[src/rtl/instr_sequencer_if.sv]
// instr_sequencer_if: loader/control inputs and issue/status outputs of instr_sequencer
interface instr_sequencer_if #(parameter int AW = 4);
  logic [3:0]    tick;
  logic          wr_en;
  logic [AW-1:0] wr_addr;
  logic [8:0]    wr_data;
  logic [AW:0]   prog_len;
  logic          start;
  logic          step;
  logic          halt;
  logic          loop_en;
  logic [8:0]    din;
  logic          busy;
  logic          done;
  logic [AW-1:0] pc;
  logic [15:0]   instr_count;
  logic          wr_err;
  modport master (
    output tick, wr_en, wr_addr, wr_data, prog_len, start, step, halt, loop_en,
    input  din, busy, done, pc, instr_count, wr_err
  );
  modport slave (
    input  tick, wr_en, wr_addr, wr_data, prog_len, start, step, halt, loop_en,
    output din, busy, done, pc, instr_count, wr_err
  );
endinterface

[src/rtl/instr_sequencer.sv]
// instr_sequencer: program buffer and issue controller presenting one instruction per T1 to simple_proc
module instr_sequencer #(
  parameter int         DEPTH     = 16,
  parameter int         AW        = 4,
  parameter logic [8:0] NOP_INSTR = 9'b010000000
) (
  input logic              clk,
  input logic              rst_n,
  instr_sequencer_if.slave bus
);
  typedef enum logic [2:0] {IDLE, RUN, STEP, DRAIN, DONE} state_t;
  localparam logic [AW:0] MAX_LEN = (AW+1)'(DEPTH);
  state_t        state_q, state_d;
  logic [8:0]    mem [DEPTH];
  logic [8:0]    din_q;
  logic [AW-1:0] pc_q, pc_d;
  logic [15:0]   cnt_q;
  logic [AW:0]   len;
  logic          done_q, done_d, wr_err_q, halt_pend_q, halt_pend_d, fin_q, fin_d, arm_q;
  logic          busy, issuing, last, launch, stop;
  assign len = (bus.prog_len > MAX_LEN) ? MAX_LEN : bus.prog_len;
  assign busy = state_q inside {RUN, STEP, DRAIN};
  // arm_q holds off issue until din has had a cycle to load mem[pc]
  assign issuing = (state_q == RUN || state_q == STEP) && arm_q && bus.tick == 4'b0001;
  assign last = ({1'b0, pc_q} + (AW+1)'(1)) >= len;
  assign launch = (state_q == IDLE || state_q == DONE) && !bus.halt && (bus.start || bus.step);
  assign stop = bus.halt || halt_pend_q;
  always_comb begin
    state_d = state_q;
    pc_d = issuing ? (last ? '0 : pc_q + AW'(1)) : pc_q;
    halt_pend_d = halt_pend_q;
    fin_d = fin_q;
    case (state_q)
      IDLE, DONE: if (launch) begin
        state_d = (len == '0) ? DONE : bus.start ? RUN : STEP;
        pc_d = (state_q == DONE) ? '0 : pc_q;
        halt_pend_d = 1'b0;
        fin_d = 1'b0;
      end
      RUN: if (issuing) begin
        state_d = (stop || (last && !bus.loop_en)) ? DRAIN : RUN;
        fin_d = !stop && last && !bus.loop_en;
      end else if (bus.halt) halt_pend_d = 1'b1;
      STEP: if (issuing) begin
        state_d = DRAIN;
        fin_d = last && !bus.loop_en;
      end
      DRAIN: if (bus.tick == 4'b1000) begin
        state_d = fin_q ? DONE : IDLE;
        halt_pend_d = 1'b0;
      end
      default: state_d = IDLE;
    endcase
    done_d = state_d == DONE && (state_q != DONE || launch);
  end
  always_ff @(posedge clk or negedge rst_n)
    if (!rst_n) begin
      state_q     <= IDLE;
      pc_q        <= '0;
      din_q       <= NOP_INSTR;
      cnt_q       <= '0;
      done_q      <= 1'b0;
      wr_err_q    <= 1'b0;
      halt_pend_q <= 1'b0;
      fin_q       <= 1'b0;
      arm_q       <= 1'b0;
    end else begin
      state_q     <= state_d;
      pc_q        <= pc_d;
      din_q       <= (state_q == RUN || state_q == STEP) ? mem[pc_q] : NOP_INSTR;
      cnt_q       <= cnt_q + 16'(issuing);
      done_q      <= done_d;
      wr_err_q    <= bus.wr_en && busy;
      halt_pend_q <= halt_pend_d;
      fin_q       <= fin_d;
      arm_q       <= state_q == RUN || state_q == STEP;
    end
  always_ff @(posedge clk)
    if (bus.wr_en && !busy) mem[bus.wr_addr] <= bus.wr_data;
  assign bus.din         = din_q;
  assign bus.busy        = busy;
  assign bus.done        = done_q;
  assign bus.pc          = pc_q;
  assign bus.instr_count = cnt_q;
  assign bus.wr_err      = wr_err_q;
endmodule

[src/flat_wrapper.sv]
// flat-port wrapper written by rule: the top's interface ports become plain ports
module instr_sequencer_flat 
#(
  parameter int         DEPTH     = 16,
  parameter int         AW        = 4,
  parameter logic [8:0] NOP_INSTR = 9'b010000000
)
  (clk, rst_n, bus_tick, bus_wr_en, bus_wr_addr, bus_wr_data, bus_prog_len, bus_start, bus_step, bus_halt, bus_loop_en, bus_din, bus_busy, bus_done, bus_pc, bus_instr_count, bus_wr_err);
  instr_sequencer_if #(.AW(AW)) bus_i ();
  input logic clk;
  input logic rst_n;
  input wire logic [$bits(bus_i.tick)-1:0] bus_tick;
  input wire logic [$bits(bus_i.wr_en)-1:0] bus_wr_en;
  input wire logic [$bits(bus_i.wr_addr)-1:0] bus_wr_addr;
  input wire logic [$bits(bus_i.wr_data)-1:0] bus_wr_data;
  input wire logic [$bits(bus_i.prog_len)-1:0] bus_prog_len;
  input wire logic [$bits(bus_i.start)-1:0] bus_start;
  input wire logic [$bits(bus_i.step)-1:0] bus_step;
  input wire logic [$bits(bus_i.halt)-1:0] bus_halt;
  input wire logic [$bits(bus_i.loop_en)-1:0] bus_loop_en;
  output wire logic [$bits(bus_i.din)-1:0] bus_din;
  output wire logic [$bits(bus_i.busy)-1:0] bus_busy;
  output wire logic [$bits(bus_i.done)-1:0] bus_done;
  output wire logic [$bits(bus_i.pc)-1:0] bus_pc;
  output wire logic [$bits(bus_i.instr_count)-1:0] bus_instr_count;
  output wire logic [$bits(bus_i.wr_err)-1:0] bus_wr_err;
  assign bus_i.tick = bus_tick;
  assign bus_i.wr_en = bus_wr_en;
  assign bus_i.wr_addr = bus_wr_addr;
  assign bus_i.wr_data = bus_wr_data;
  assign bus_i.prog_len = bus_prog_len;
  assign bus_i.start = bus_start;
  assign bus_i.step = bus_step;
  assign bus_i.halt = bus_halt;
  assign bus_i.loop_en = bus_loop_en;
  assign bus_din = bus_i.din;
  assign bus_busy = bus_i.busy;
  assign bus_done = bus_i.done;
  assign bus_pc = bus_i.pc;
  assign bus_instr_count = bus_i.instr_count;
  assign bus_wr_err = bus_i.wr_err;
  instr_sequencer #(.DEPTH(DEPTH), .AW(AW), .NOP_INSTR(NOP_INSTR)) u_core (.clk(clk), .rst_n(rst_n), .bus(bus_i));
endmodule
[config.mk]
export PLATFORM = sky130hd
export DESIGN_NAME = instr_sequencer_flat
export DESIGN_NICKNAME = d
export VERILOG_FILES = /design/src/rtl/instr_sequencer_if.sv /design/src/rtl/instr_sequencer.sv /design/src/flat_wrapper.sv
export SDC_FILE = /design/constraint.sdc
export NUM_CORES = 1
export LEC_CHECK = 0
export CAP_MARGIN = 20
export CORE_MARGIN = 1.5
export CORE_UTILIZATION = 52
export DETAILED_ROUTE_END_ITERATION = 6
export HOLD_SLACK_MARGIN = 0.02
export PLACE_DENSITY = 0.76
export SKIP_CTS_REPAIR_TIMING = 1
export SYNTH_ARGS = -nofsm -noshare
export SYNTH_HDL_FRONTEND = slang
export SYNTH_SLANG_ARGS = --single-unit
[constraint.sdc]
create_clock -name clk -period 2.06 [get_ports clk]
set_input_delay 0.412 -clock clk [delete_from_list [all_inputs] [get_ports clk]]
set_output_delay 0.412 -clock clk [all_outputs]
set_load 0.01 [all_outputs]
After elaboration in Yosys (flattened, before gate mapping)
Memories as Yosys holds them, arrays and structs flattened.
Cells that the tools add are included.

storage, ports and cells
  memories kept = 1
  output and inout port bits = 32
  bits in registers = 37
  bits in writable memories = 144

cells by class
  equality and inequality tests = 15
  magnitude comparators = 2
  add/sub/neg operators = 3
  reduce and logical (&&, ||, !) cells = 28
  mux-type cells = 26

memory list
  memory      words  width  rd ports  clocked after Yosys merged registers in  write ports  RTL line               RTL
  u_core.mem  16     9      1         0                                        1            instr_sequencer.sv:14  logic [8:0] mem [DEPTH];

operators by type and width
  kind                                                   number
  two-way mux 4 bit                                      5
  two-way mux 3 bit                                      6
  adder 16 x 1 -> 16 bit                                 1
  one-hot mux 3 bit (4 select lines)                     1
  logical AND 1 bit                                      10
  two-way mux 9 bit                                      1
  nonzero test 3 bit                                     3
  two-way mux 1 bit                                      8
  equality test 3 x 2 -> 1 bit (second input constant)   2
  equality test 3 bit (second input constant)            2
  logical OR 1 bit                                       6
  != test 2 x 1 -> 1 bit (second input constant)         3
  != test 2 bit (second input constant)                  3
  != test 3 bit (second input constant)                  2
  one-hot mux 1 bit (3 select lines)                     2
  adder 4 x 1 -> 5 bit (second input constant)           1
  >= comparator 5 bit                                    1
  greater-than comparator 5 bit (second input constant)  1
  logical NOT 5 bit                                      1
  two-way mux 5 bit                                      1
  AND reduction 5 bit                                    1
  adder 4 x 1 -> 4 bit (second input constant)           1
  equality test 4 x 1 -> 1 bit (second input constant)   1
  equality test 4 bit (second input constant)            1
  6 further kinds                                        10

Logic depth before layout (Yosys ltp)
  depth after elaboration = 10
  depth in mapped cells = 11

Least setup slack after synthesis
Ideal clock, no wire load.

  path kind = input-to-reg
  from = input port bus_tick[1]
  to = register u_core.cnt_q[12] (netlist: u_core.bus.instr_count[12])
  setup time = 126 ps
  slack = -314 ps
  stages on the path = 9
  required time = 1934 ps
  data arrival time = 2248 ps
  cell sequence = or4_4 -> nand2b_1 -> inv_1 -> ha_1 -> ha_1 -> nand4_1 -> nor2_1 -> nand3_1 -> xnor2_1

between the ends
  cells in the longest elaborated chain, start to end = 3

RTL lines
  item                          RTL line               RTL
  start, declared               flat_wrapper.sv:12     input wire logic [$bits(bus_i.tick)-1:0] bus_tick;
  equality test 4 x 1 -> 1 bit  instr_sequencer.sv:24  assign issuing = (state_q == RUN || state_q == STEP) && arm_q && bus.tick == 4'b0001;
  logical AND 1 bit             instr_sequencer.sv:24
  adder 16 x 1 -> 16 bit        instr_sequencer.sv:71  cnt_q <= cnt_q + 16'(issuing);
  end signal, assigned          instr_sequencer.sv:71
  end, declared                 instr_sequencer.sv:17  logic [15:0] cnt_q;

Every way passes these cells.
A chain may end at the register's enable or synchronous reset.

Worst setup path after layout
  from = register u_core.arm_q
  to = register u_core.cnt_q[12] (netlist: u_core.bus.instr_count[12])

between the ends
  cells in the longest elaborated chain, start to end = 3

RTL lines
  item                            RTL line               RTL
  start, declared                 instr_sequencer.sv:19  logic done_q, done_d, wr_err_q, halt_pend_q, halt_pend_d, fin_q, fin_d, arm_q;
  start signal, assigned          instr_sequencer.sv:66  arm_q <= 1'b0;
  start signal, assigned          instr_sequencer.sv:76  arm_q <= state_q == RUN || state_q == STEP;
  logical AND 1 bit (2 in a row)  instr_sequencer.sv:24
  adder 16 x 1 -> 16 bit          instr_sequencer.sv:71

Every way passes these cells.

==> impl_results.md <==
* Status: completed
* Worst setup SP type: flip-flop
* Router iterations before antenna repair at 5
* Power density cells at around 1100 mW/mm2
* Number of DRC markers in iteration 0 at slightly above 300
* Final Util at roughly 67%
* WHS Endpoint: u_core.bus.done
* Number of remaining DRC errors at 0
* Worst Setup End Kind: flip-flop
* Avg Cell Area, Syn at about 18 um2
* Min-delay worst type: in2reg
* # port buffers at 60
* Post-synth cell types at 46
* Post-synthesis register bit count at 181
* Reg2Reg Depth at 10
* Tot GR Track Use at 22.6%
* Slew Limit Headroom at 61.7%
* Die ar. at 0.0147 mm2
* FFs w/ async S/R, synth at around 20%
* Synth warn at 0
* VDD IR-drop max at 0.000670 V
* Synth area leaders: edfxtp_1, dfrtp_1, mux4_2, mux2i_1, mux4_1
* Final worst setup slack at ~0.035 ns
* Die height at approximately 120 um
* Leak Pwr at 3.25 nW
* Post-Place Cells at 681
* Most frequent cells in the layout: edfxtp_1, clkdlybuf4s50_1, buf_4
* Largest net degree at the start of global routing at 25
* Max Clk Rate at 494 MHz
* Leading area contributor after synthesis: edfxtp_1
* Tmin final at 2.02 ns
* Most common cell after layout, fill and taps aside: edfxtp_1
* Final nets at approximately 560
* Antenna cell count at 0
* Reg-to-Reg Start: u_core.arm_q
* Max cap viols at 0
* Maximum fanout along the worst path at 3
* Vias at 4232
* Number of top-level pins at between 60 and 70
* RSZ-0062 raised after global routing: true
* Fin. max-slew vios at 0
* Cell count after synthesis at 402
* Kind of critical path: reg2reg
* Number of global-route vias before repair at 4104
* Worst-Margin Slew at 0.575 ns
* Post-synth top area share at 59.5%
* Final hold viol count at 0
* Worst Path Required at 2.37 ns
* Sequential area share after synthesis at 72.2%
* Hold path depth at 4
* Clock transition at path regs at approximately 0.060 ns
* Syn Std Cell Area at ~0.0073 mm2
* Share of cells above drive strength 1 at 26.3%
* Post-Layout Cell Count at 719
* Core Region at between 0.01 and 0.015 mm2
* Clock skew at around 0.008 ns
* Setup violators final at 0
* Gpl congestion at 0.942
* Chip Width at 121 um
* Clock root buffer: clkbuf_16
* First-pass GRT wire length at around 24 mm
* Clock tree buffer depth at 2
* Post-Syn Nets at roughly 440
* Fin crit share at between 90% and 100%
* Total CTS buffers at 17
* Num Clock Sinks at between 150 and 200
* R2R Setup Slk at 0.04 ns
* Place WS at -0.473 ns
* Wire per inst at 21.8 um
* Post-route ant nets at 0
* P&R area growth vs syn at 27.0%
* Post-synth EDFFs at 144
* Via density at 5.89
* Top FF cell, synth: edfxtp_1
* Fin Setup TNS at 0 ns
* CTS tree: yes
* RR Endpoint: u_core.bus.instr_count[12]
* Hpwl dp at 10.3 mm
* Initial antenna violation count at 0
* Crit path DAT at 2.33 ns
* Initial Utilization at 52.8%
* # rows at 43
* H-tree levels at 4
* Clock latency on the worst-skew pair at 0.42 ns
* Overflow after GRT at 0
* Hold_sp: bus_tick[0]
* Final WL at about 16 mm
==> per-layer routing <==
| metal | GRT usage [%] | share of wire, % |
|---|---|---|
| met3 | 4.37 | 7.0 |
| met2 | 35.7 | 49 |
| met4 | 7.43 | 1.4 |
| met5 | 0 | 0 |
| met1 | 32.1 | 42 |
==> cells by family after synthesis <==
| logic type | after synthesis | share of synthesized area, % |
|---|---|---|
| buffers and inverters | 20 | 1.29 |
| DFF | 181 | 72.2 |
| muxes | 53 | 13.9 |
| xor gates and xnor gates | 16 | 1.93 |
| AOI/OAI and AO/OA | 38 | 3.41 |
| and+or+nand+nor | 86 | 5.89 |
| adders and majority gates | 8 | 1.38 |
==> final cells by class <==
| cell class | count | area (um2) |
|---|---|---|
| Sequential cell | 181 | 5260 |
| Clock buffer | 24 | 472 |
| Fill cell | 950 | 4540 |
| Tap cell | 180 | 225 |
| Inverter | 7 | 28.8 |
| Clock inverter | 8 | 126 |
| Timing Repair Buffer | 118 | 1090 |
| Multi-Input combinational cell | 201 | 2030 |
==> worst max path at each step <==
| stage | slack, ns | start | endpoint |
|---|---|---|---|
| after global placement | -0.45 | bus_tick[1] | u_core.bus.instr_count[12] |
| after floorplan | -0.12 | bus_tick[1] | u_core.bus.instr_count[12] |
| after CTS | -0.16 | u_core.state_q[2] | bus_busy |
| after global routing | -0.06 | u_core.arm_q | u_core.bus.instr_count[12] |
| after detailed placement | -0.47 | bus_tick[1] | u_core.bus.instr_count[12] |
| final | 0.04 | u_core.arm_q | u_core.bus.instr_count[12] |
==> cells in the mapped netlist (2+ instances only) <==
cell type and instances:
mux4_2 33, nor2_1 22, a31o_2 2, a21oi_1 4, o21ai_0 10, buf_1 4
buf_2 3, or3_1 2, nor2b_1 3, mux4_1 4, ha_1 8, nor3_1 6
inv_1 7, edfxtp_1 144, o31ai_1 3, nand3_1 10, xor2_1 5, dfrtp_1 36
xnor2_1 11, buf_4 2, a31oi_1 2, mux2i_1 16, nand2b_1 11, clkbuf_1 3
and3_1 2, o22ai_1 8, nand2_1 19, nand4_1 4
==> state kept, by name (all words and copies together), names as in the netlist <==
name                    cells
u_core.arm_q                1
u_core.state_q              3
u_core.halt_pend_q          1
u_core.fin_q                1
u_core.bus.instr_count     16
u_core.bus.done             1
u_core.mem                144
u_core.bus.din              9
u_core.bus.pc               4
u_core.bus.wr_err           1
==> worst max-delay path: stages (launching register included) <==
cell and delay (ns):
dfrtp_1 0.32, nand2_1 0.05, or4_4 0.54, nand2b_4 0.17
inv_4 0.06, ha_4 0.14, ha_4 0.12, nand4_1 0.11
nor2_1 0.15, nand3_1 0.11, xnor2_1 0.14
==> power by group <==
part           total [mW]  internal (mW)  switching, mW
sequential           4.28           4.15          0.131
combinational        2.42           1.27           1.15
clock                3.24           1.97           1.27
==> stage by stage <==
step,instance area (um2),hold WS [ns],power (mW)
after floorplan,7310,0.116,5.78
after global placement,8480,0.382,6.54
after detailed placement,8480,0.395,6.58
after CTS,9070,-0.0547,9.81
after global routing,9230,0.447,10.3
final,9230,0.422,9.94
No activity file was read; power rests on OpenSTA's default activity.
